--- src/rtl/flopr_pipe_stage.sv ---
// One elastic pipeline slot: data word plus valid bit. Latency 1 cycle; capture on load,
// empty on drain or flush, otherwise hold (data of an empty slot keeps its last value).
module pipe_stage #(
  parameter int               WIDTH     = 64,
  parameter logic [WIDTH-1:0] RESET_VAL = '0
) (
  input  logic             clk,
  input  logic             reset,
  input  logic             flush,
  input  logic             load,
  input  logic             drain,
  input  logic [WIDTH-1:0] d,
  output logic [WIDTH-1:0] q,
  output logic             valid
);

  always_ff @(posedge clk or negedge reset) begin
    if (!reset) begin
      valid <= 1'b0;
      q     <= RESET_VAL;
    end else if (flush) begin
      valid <= 1'b0;
    end else if (load) begin
      valid <= 1'b1;
      q     <= d;
    end else if (drain) begin
      valid <= 1'b0;
    end
  end

endmodule

--- src/rtl/flopr_pipe.sv ---
// Elastic register chain of DEPTH slots with bubble collapse; DEPTH-cycle latency when empty.
// Backpressure: in_ready drops only when every slot is full and the output is not consumed.
module flopr_pipe #(
  parameter int               WIDTH     = 64,
  parameter int               DEPTH     = 4,
  parameter logic [WIDTH-1:0] RESET_VAL = '0
) (
  input  logic                       clk,
  input  logic                       reset,
  input  logic                       en,
  input  logic                       flush,
  input  logic                       in_valid,
  output logic                       in_ready,
  input  logic [WIDTH-1:0]           d,
  output logic                       out_valid,
  input  logic                       out_ready,
  output logic [WIDTH-1:0]           q,
  output logic [$clog2(DEPTH+1)-1:0] count
);

  localparam int CW = $clog2(DEPTH+1);

  logic [WIDTH-1:0] stage_dat [DEPTH];
  logic [DEPTH-1:0] vld;
  logic [DEPTH-1:0] adv;
  logic [DEPTH-1:0] load;
  logic             go;
  logic             accept;

  // Advance decisions ripple from the output back toward stage 0.
  always_comb begin
    go             = en & ~flush;
    adv            = '0;
    load           = '0;
    adv[DEPTH-1]   = go & vld[DEPTH-1] & out_ready;
    for (int i = DEPTH-2; i >= 0; i--) begin
      adv[i] = go & vld[i] & (~vld[i+1] | adv[i+1]);
    end
    in_ready = reset & go & (~vld[0] | adv[0]);
    accept   = in_valid & in_ready;
    load[0]  = accept;
    for (int i = 1; i < DEPTH; i++) begin
      load[i] = adv[i-1];
    end
  end

  for (genvar i = 0; i < DEPTH; i++) begin : g_stage
    logic [WIDTH-1:0] din;
    if (i == 0) begin : g_head
      assign din = d;
    end else begin : g_body
      assign din = stage_dat[i-1];
    end

    pipe_stage #(
      .WIDTH     (WIDTH),
      .RESET_VAL (RESET_VAL)
    ) u_stage (
      .clk   (clk),
      .reset (reset),
      .flush (flush),
      .load  (load[i]),
      .drain (adv[i]),
      .d     (din),
      .q     (stage_dat[i]),
      .valid (vld[i])
    );
  end

  always_ff @(posedge clk or negedge reset) begin
    if (!reset) begin
      count <= '0;
    end else if (flush) begin
      count <= '0;
    end else begin
      count <= count + CW'(accept) - CW'(adv[DEPTH-1]);
    end
  end

  assign q         = stage_dat[DEPTH-1];
  assign out_valid = vld[DEPTH-1];

endmodule

--- config.mk ---
export PLATFORM = sky130hd
export DESIGN_NAME = flopr_pipe
export DESIGN_NICKNAME = d
export VERILOG_FILES = /design/src/rtl/flopr_pipe_stage.sv /design/src/rtl/flopr_pipe.sv
export SDC_FILE = /design/constraint.sdc
export NUM_CORES = 1
export LEC_CHECK = 0
export ABC_AREA = 0
export BUFFER_PORTS_ARGS = -buffer_cell sky130_fd_sc_hd__buf_2
export CAP_MARGIN = 15
export CORE_MARGIN = 4
export CORE_UTILIZATION = 58
export DETAILED_ROUTE_END_ITERATION = 8
export GPL_TIMING_DRIVEN = 0
export PLACE_DENSITY = 0.83
export SYNTH_ARGS = -nofsm -noshare
export SYNTH_HDL_FRONTEND = slang
export SYNTH_SLANG_ARGS = --single-unit
--- constraint.sdc ---
create_clock -name clk -period 6.3 [get_ports clk]
set_input_delay 0.63 -clock clk [delete_from_list [all_inputs] [get_ports clk]]
set_output_delay 0.63 -clock clk [all_outputs]
set_load 0.1 [all_outputs]
### Word-level counts from Yosys, hierarchy flattened

Cells that the tools add are included.

* bits in registers: 263
* latch bits: 0
* memory bits (writable): 0
* bits in read-only memories: 0
* input port bits: 70
* output and inout bits: 69
* word-level logic and storage cells: 53
* memories: 0

* add/subtract/negate cells: 2
* $mul: 0
* divide/modulo/power cells: 0
* $lt $le $gt $ge: 0
* equality and inequality tests: 0
* shifts and indexed selects: 0
* mux-type cells: 13
* bitwise operators: 21
* reduce and logical (&&, ||, !) cells: 8

Operators with widths (number)
* $and A1 B1 Y1: 12
* $mux W1: 12
* $reduce_bool A3 Y1: 4
* $reduce_and A2 Y1: 4
* $not A1 Y1: 5
* $or A1 B1 Y1: 4
* $add A3 B1 Y3: 1
* $mux W3: 1
* $sub A3 B1 Y3: 1

### Longest topological paths before layout

Gate-level depths: netlist (run 1).

* depth after elaboration: 16
* mapped depth: 10
* depth with buffers taken out: 9

### Hierarchy

From an unflattened synthesis (run 1), not the netlist that was laid out.

* cells, all modules: 585
* area, all modules: 11222.0 sq um

By module, submodules not included
* pipe_stage: times used 4, cells each 140, area each 2741.4 sq um, sequential area each 1626.6 sq um
* flopr_pipe: times used 1, cells each 25, area each 256.5 sq um, sequential area each 75.1 sq um

### Worst setup path before layout (run 1)

No wires, ideal clock.

* path kind: flip-flop to flip-flop
* from: register g_stage[3].u_stage.valid
* to: register count[2]
* setup time: 119 ps
* arrival: 2708 ps
* data required time: 6181 ps
* setup slack: 3473 ps
* stages on the path, launching flop included: 11
* path buffers: 1
* clock period less this slack: 2827 ps
* cell sequence: dfrtp_1 nand3b_1 o2111ai_1 buf_2 ha_1 inv_1 ha_1 inv_1 fa_1 xnor2_1 nor2_1

* word-level cells in the longest chain between the ends: 14
* elaborated cells between the ends (all ways): 15
* classes of those cells: add/sub: 2; mux: 1; bitwise: 12

RTL lines
* from (decl): RTL line flopr_pipe_stage.sv:14 `output logic valid`
* from (signal assigned): RTL line flopr_pipe_stage.sv:19 `valid <= 1'b0;`
* from (signal assigned): RTL line flopr_pipe_stage.sv:22 `valid <= 1'b0;`
* from (signal assigned): RTL line flopr_pipe_stage.sv:24 `valid <= 1'b1;`
* $and A1 B1 Y1 (2 in a row): RTL line flopr_pipe.sv:35 `adv[DEPTH-1] = go & vld[DEPTH-1] & out_ready;`
* $or A1 B1 Y1: RTL line flopr_pipe.sv:37 `adv[i] = go & vld[i] & (~vld[i+1] | adv[i+1]);`
* $and A1 B1 Y1: RTL line flopr_pipe.sv:37
* $or A1 B1 Y1: RTL line flopr_pipe.sv:37
* $and A1 B1 Y1: RTL line flopr_pipe.sv:37
* $or A1 B1 Y1: RTL line flopr_pipe.sv:37
* $and A1 B1 Y1: RTL line flopr_pipe.sv:37
* $or A1 B1 Y1: RTL line flopr_pipe.sv:39 `in_ready = reset & go & (~vld[0] | adv[0]);`
* $and A1 B1 Y1: RTL line flopr_pipe.sv:39
* $and A1 B1 Y1: RTL line flopr_pipe.sv:40 `accept = in_valid & in_ready;`
* $add A3 B1 Y3: RTL line flopr_pipe.sv:76 `count <= count + CW'(accept) - CW'(adv[DEPTH-1]);`
* $sub A3 B1 Y3 (*): RTL line flopr_pipe.sv:76
* $mux W3 (*): RTL line flopr_pipe.sv:73 `end else if (flush) begin`
* to (signal assigned): RTL line flopr_pipe.sv:76
* to (decl): RTL line flopr_pipe.sv:18 `output logic [$clog2(DEPTH+1)-1:0] count`

Every way passes the cells marked *; elsewhere a longest branch is shown, timed or not.
A chain may end at the register's enable or synchronous reset.

### Final worst setup path (run 1)

* from: input port reset
* to: register count[2]

* word-level cells in the longest chain between the ends: 6

RTL lines
* from (decl): RTL line flopr_pipe.sv:9 `input logic reset,`
* $and A1 B1 Y1 (2 in a row): RTL line flopr_pipe.sv:39
* $and A1 B1 Y1: RTL line flopr_pipe.sv:40
* $add A3 B1 Y3: RTL line flopr_pipe.sv:76
* $sub A3 B1 Y3: RTL line flopr_pipe.sv:76
* $mux W3: RTL line flopr_pipe.sv:73

No other way between the ends.

==> metrics.md, run 1 <==
| Metric | Value |
|---|---|
| Status | `completed` |
| Post-synthesis cell type count | `29` |
| Crit Path Max Fanout | `133` |
| Setup Buffers After CTS | `0` |
| Design internal power | `3.13 mW` |
| Final Critical Period | `2530 ps` |
| Area share of the largest cell type after synthesis | `65.0%` |
| Largest net degree at the start of global routing | `134` |
| Vias in the first global route | `6111` |
| Lkg Pwr | `between 6 and 7 nW` |
| CTS Root Cell | `clkbuf_16` |
| Area Overhead vs Synth | `18.8%` |
| Fin. max-slew vios | `0` |
| Power Density | `334 mW/mm²` |
| Cts bufs inserted | `26` |
| DP HPWL | `12600 µm` |
| Startpoint Class | `input pin` |
| Nets | `a little over 800` |
| Sw Pwr | `between 0.8 and 0.9 mW` |
| Dpl cells | `945` |
| Core area | `around 0.017 mm²` |
| Clk_skew | `5.75 ps` |
| Post-Syn Instances | `580` |
| VDD IR max | `0.000287 V` |
| RSZ-0062 raised after global routing | `false` |
| Final period utilization | `40.2%` |
| Number of synthesized register bits | `around 260` |
| FMAX | `0.395 GHz` |
| Worst slew pin tran | `661 ps` |
| DP Area | `around 0.011 mm²` |
| Worst rel slew slack | `55.9%` |
| Final hold violations | `0` |
| Sw Share | `22.2%` |
| Most frequent cells in the layout | `dfrtp_1 (263), mux2_2 (202), buf_2 (142)` |
| Skew-Pair Late Insertion Delay | `510 ps` |
| Antenna Violating Nets Remaining | `0` |
| Flop pwr share | `52.1%` |
| Sequential area share after synthesis | `about two thirds` |
| Total number of yosys warnings | `0` |
| Hold_buf cts | `0` |
| Post-route DRC | `0` |
| Clk sinks | `263` |
| H-tree levels | `1` |
| Clk network pwr share | `between 30% and 40%` |
| First-pass GRT wire length | `around 32000 µm` |
| GR Overflow Total | `0` |
| Max cap viols | `0` |
| Crit. End Element | `flop` |
| Vias per cell | `5.31` |
| Via count | `5285` |
| # port buffers | `138` |
| Total track usage | `19.9%` |
| Kind of critical path | `in -> reg` |
| Share of cells above drive strength 1 | `58.7%` |
| Final Setup Violations | `0` |
| CTS-repair resized insts | `0` |
| Cell Rows | `48` |
| Number of DRC markers in iteration 0 | `211` |
| Die W | `~140 µm` |
| Mapped Nets | `653` |
| Synth area leader | `dfrtp_1` |
| Finished Cell Area | `0.0120 mm²` |
| Maximum clock path buffer count | `3` |
| CTS tree | `built` |
| Synth top area cells | `dfrtp_1 (65%), mux2_2 (22%), mux2_4 (5.9%), buf_6 (2.2%), mux2_1 (1.6%)` |
| Clk pin slew, worst setup/hold paths | `60 ps` |
| Post-synthesis cell area | `0.0101 mm²` |
| I/O pin count | `roughly 140` |
| Avg Inst Size Synth | `17.5 µm²` |
| Layout Cells excl Fill | `995` |
| Worst EP required | `between 6000 and 7000 ps` |
| DR pass1 iterations | `4` |
| Gpl congestion | `0.768` |
| Final wirelength | `18800 µm` |
| Die height | `around 140 µm` |
| Initial antenna violation count | `3` |
| Hold crit path type | `in -> async` |
| Die ar. | `0.0196 mm²` |
| Layout Utilization | `70.0%` |
| Initial Util | `58.9%` |
| Comb pwr share | `10.2%` |
| WL/cell | `18.9 µm` |
| Crit path DAT | `2930 ps` |
| Most common cell after layout, fill and taps aside | `dfrtp_1` |
-- path summary, 6_finish.rpt --
kind	startpoint	slack (ps)	endpoint	cells after the start
max	reset	3770	count[2]	11
min	reset	180	g_stage[2].u_stage.q[19]	2
max reg2reg	g_stage[3].u_stage.valid	3840	count[2]	10
min reg2reg	g_stage[1].u_stage.q[6]	480	g_stage[1].u_stage.q[6]	1
max in group asynchronous	reset	5090	g_stage[3].u_stage.q[53]	3
min in group clk	d[55]	350	g_stage[0].u_stage.q[55]	2
-- synthesized netlist by cell type --
cell       count
fa_1           1
nand3b_1       2
buf_6         20
nor2b_4        1
mux2_4        40
ha_1           2
a31o_2         1
nand2_1        4
a22oi_1        1
o21ai_0        2
nor2b_1        1
a21oi_1        1
xor2_1         1
a21boi_0       1
nand2b_1       1
dfrtp_1      263
xnor2_1        1
and3b_1        1
inv_1          4
nand3_1        1
mux2_2       202
mux2_1        14
and3_1         2
o211a_1        1
a21oi_4        1
buf_2          5
o2111ai_1      1
buf_4          2
nor2_1         3
-- power groups by stage --
stage / registers, mW / clock network, mW / logic (mW)
2_1_floorplan: 2.09 / 0 / 0.285
3_3_place_gp: 2.09 / 0 / 0.386
3_5_place_dp: 2.12 / 0 / 0.416
4_1_cts: 2.09 / 1.56 / 0.420
5_1_grt: 2.13 / 1.63 / 0.451
6_report: 2.09 / 1.52 / 0.410
-- through the flow --
stage	TNS (ps)	power [mW]	setup WS, ps	hold WS (ps)
2_1_floorplan	0	2.38	3470	334
3_3_place_gp	-7230	2.48	-755	462
3_5_place_dp	0	2.54	3210	468
4_1_cts	0	4.07	3720	206
5_1_grt	0	4.21	3520	200
6_report	0	4.02	3770	181
-- final cells by class --
type                    instances  area, µm²
flip-flops and latches        263       6580
fillers                      1159       5150
multi-input cells             286       3260
clock buffers                  40        764
repair buffers                140        756
well taps                     225        282
plain buffers                  27        265
clock inverters                 8       95.1
inverters                       4       15.0
diodes                          2       5.00
-- logic make-up (layout without fill, tap and decap cells) --
logic type	Yosys count	count (layout)	share of synthesized area [%]
AOI/OAI and AO/OA	9	9	0.729
xor gates and xnor gates	2	2	0.173
adders and majority gates	3	3	0.445
buffers and inverters	31	219	2.77
DFF	263	263	65.0
muxes	256	256	30.0
other	0	2	0
and+or+nand+nor	16	16	0.927
-- registers in the layout, indices dropped and copies added (netlist names) --
| signal | count |
|---|---|
| count | 3 |
| g_stage.u_stage.q | 256 |
| g_stage.u_stage.valid | 4 |
-- metal layers --
metal,GRT usage (%),wire length [µm],vias up
met5,0,7,-
met4,5.10,382,2
met3,3.45,881,31
met2,35.4,9740,115
met1,25.6,7750,2747
li1,-,-,2390
-- critical path, cell delays in order --
cell	delay, ps
buf_8	80
buf_16	430
o2111ai_1	300
buf_2	280
ha_1	300
inv_1	60
ha_1	130
inv_1	50
fa_1	370
xnor2_1	180
nor2_1	60
No activity file was read; power rests on OpenSTA's default activity.
==> inputs of run 2 (changes only) <==
--- a/config.mk
+++ b/config.mk
@@ -9,10 +9,10 @@
 export BUFFER_PORTS_ARGS = -buffer_cell sky130_fd_sc_hd__buf_2
 export CAP_MARGIN = 15
 export CORE_MARGIN = 4
-export CORE_UTILIZATION = 58
+export CORE_UTILIZATION = 57
 export DETAILED_ROUTE_END_ITERATION = 8
 export GPL_TIMING_DRIVEN = 0
-export PLACE_DENSITY = 0.83
+export PLACE_DENSITY = 0.82
 export SYNTH_ARGS = -nofsm -noshare
 export SYNTH_HDL_FRONTEND = slang
 export SYNTH_SLANG_ARGS = --single-unit
==> constraint.sdc (replaced) <==
create_clock -name clk -period 2.35 [get_ports clk]
set_input_delay 0.235 -clock clk [delete_from_list [all_inputs] [get_ports clk]]
set_output_delay 0.235 -clock clk [all_outputs]
set_load 0.1 [all_outputs]
==> run 2 against run 1 <==
- the flow now finishes with violations (hold timing)
- sequential power increased to 2.7 times the previous value
- clock skew increased by 8.6 ps
- combinational power increased to 3.0 times the previous value
- die area increased by 1.7%
- global-route usage increased by 1.2 points
- highest routed layer is now met4
- critical endpoint unchanged
- routed wire length increased by 7.9%
- largest cell class unchanged
- clock power increased to 2.7 times the previous value
- worst setup slack got worse by 3600 ps
==> metrics.md, run 2 (synthesis results as in run 1) <==
| Metric | Value |
|---|---|
| DR pass1 iterations | `4` |
| CTS Root Cell | `clkbuf_16` |
| R2R setup slack | `150 ps` |
| Initial Util | `58.3%` |
| Largest stage delay on the critical path | `510 ps` |
| # port buffers | `138` |
| VDD IR max | `roughly 0.00059 V` |
| Number of DRC markers in iteration 0 | `152` |
| Hold crit path type | `in -> async` |
| Gpl congestion | `0.775` |
| Reg2reg end | `count[2]` |
| Via count | `between 5000 and 6000` |
| R2R Path Start | `g_stage[3].u_stage.valid` |
| Comb pwr share | `11.0%` |
| ANT cells | `0` |
| CP endpoint | `count[2]` |
| Core area | `between 0.015 and 0.02 mm²` |
| Stages on the worst setup path | `10` |
| Flop pwr share | `51.0%` |
| Vias per cell | `5.28` |
| Slowest-stage cell, CP | `dfrtp_4` |
| Clk pin slew, worst setup/hold paths | `60 ps` |
| GR Overflow Total | `0` |
| Sw Share | `around 22%` |
| CP bufs+invs | `3` |
| Final hold violations | `225` |
| Startpoint Class | `flop` |
| CTS tree | `built` |
| Status | `finished with violations` |
| Initial antenna violation count | `0` |
| Maximum clock path buffer count | `3` |
| Die W | `141 µm` |
| Lkg Pwr | `approximately 6.7 nW` |
| Most frequent cells in the layout | `dfrtp_1 (262), mux2_2 (202), buf_2 (141)` |
| I/O pin count | `139` |
| Hold_buf cts | `69` |
| Skew-Pair Late Insertion Delay | `520 ps` |
| WL/cell | `19.0 µm` |
| Final Critical Period | `2200 ps` |
| Area Overhead vs Synth | `26.5%` |
| Violated checks | `hold timing` |
| First-pass GRT wire length | `33900 µm` |
| Antenna Violating Nets Remaining | `0` |
| Clk_skew | `between 10 and 15 ps` |
| Sw Pwr | `2.47 mW` |
| Largest net degree at the start of global routing | `121` |
| Overall power | `around 11 mW` |
| Worst EP required | `2750 ps` |
| Cts bufs inserted | `27` |
| Share of cells above drive strength 1 | `54.6%` |
| Top flop regs | `g_stage.u_stage.q (256), g_stage.u_stage.valid (4), count (3)` |
| Crit. End Element | `flop` |
| CP cell instances | `nand3b_1 > o2111ai_2 > buf_6 > ha_1 > inv_1 > ha_1 > inv_1 > fa_1 > xnor2_1 > nor2_1` |
| Fin. max-slew vios | `0` |
| Nets | `896` |
| Max cap viols | `0` |
| Die height | `141 µm` |
| Post-route DRC | `0` |
| Final period utilization | `93.8%` |
| Die ar. | `roughly 0.02 mm²` |
| Crit path DAT | `2600 ps` |
| Design internal power | `8.54 mW` |
| Vias in the first global route | `6544` |
| FMAX | `0.454 GHz` |
| Final Setup Violations | `0` |
| Total track usage | `21.1%` |
| Cell Rows | `48` |
| Worst slew pin tran | `about 600 ps` |
| DP HPWL | `12900 µm` |
| Largest delay share family, worst path | `adder cells` |
| Power Density | `859 mW/mm²` |
| Most common cell after layout, fill and taps aside | `dfrtp_1` |
| H-tree levels | `1` |
| Crit Path Max Fanout | `6` |
| Reg2Reg Depth | `10` |
| Most flop-heavy register | `g_stage.u_stage.q` |
| Clk network pwr share | `between 30% and 40%` |
| WHS | `-233 ps` |
| Clk sinks | `between 200 and 300` |
| Max reg flops | `between 200 and 300` |
| Kind of critical path | `reg -> reg` |
| Final wirelength | `20300 µm` |
| Worst rel slew slack | `59.8%` |
| Crit path from | `g_stage[3].u_stage.valid` |
-- run 2: cell types whose count changed in the layout (fill, tap and decap cells not counted), moves of 2 or more --
cell	change
buf_12	+2
buf_4	+5
clkbuf_8	+2
clkinv_2	-2
diode_2	-2
dlygate4sd3_1	+67
-- run 2: worst min-delay path by stage --
stage	start	end
floorplan	reset	count[0]
global placement	g_stage[1].u_stage.q[6]	g_stage[1].u_stage.q[6]
detailed placement	reset	g_stage[0].u_stage.q[30]
CTS	reset	g_stage[2].u_stage.q[32]
global route	reset	g_stage[2].u_stage.q[31]
finish	reset	g_stage[1].u_stage.q[32]
-- run 2: layout make-up --
class	instances	area, µm²
inverters	4	15.0
repair buffers	214	1500
clock inverters	6	86.3
flip-flops and latches	263	6590
fillers	1038	4550
plain buffers	27	272
well taps	225	282
clock buffers	43	796
multi-input cells	286	3270
-- run 2: through the flow --
step / std cells / setup TNS [ps] / setup slack [ps] / instance area, µm² / util [%]
floorplan: 580 / 0 / 12.8 / 10100 / -
global placement: 943 / -1088620 / -4240 / 11100 / 64.0
detailed placement: 945 / -1030 / -513 / 11200 / 64.4
CTS: 1063 / 0 / 23.5 / 12800 / 73.6
global route: 1068 / -10.3 / -10.3 / 12800 / 73.8
finish: 1068 / 0 / 146 / 12800 / 73.8
-- run 2: per-layer routing --
metal,wire (µm),global-route usage [%]
met5,0,0
met3,961,3.84
met1,8520,27.8
met4,524,5.46
met2,10200,36.6
-- run 2: what timing repair did --
action | 4_1_cts | 5_1_grt
resized for setup | 1 | 0
setup endpoints to repair | 1 | 2
setup buffers | 0 | 5
endpoints found under the hold margin | 106 | 225
pin swaps | 0 | 2
-- run 2: worst reg2reg max path: cells and delay by family (launching register included) --
family                     cells  cell delay [ps]
adders and majority gates      3              770
DFF                            1              510
and+or+nand+nor                2              220
AOI/OAI and AO/OA              1              150
buffers and inverters          3              300
xor gates and xnor gates       1              160
-- run 2: power by group through the flow --
stage                     combinational (mW)  clock [mW]  sequential [mW]
after floorplan                        0.764           0             5.61
after global placement                  1.04           0             5.61
after detailed placement                1.12           0             5.69
after CTS                               1.23        4.27             5.62
after global routing                    1.33        4.47             5.70
final                                   1.21        4.18             5.62
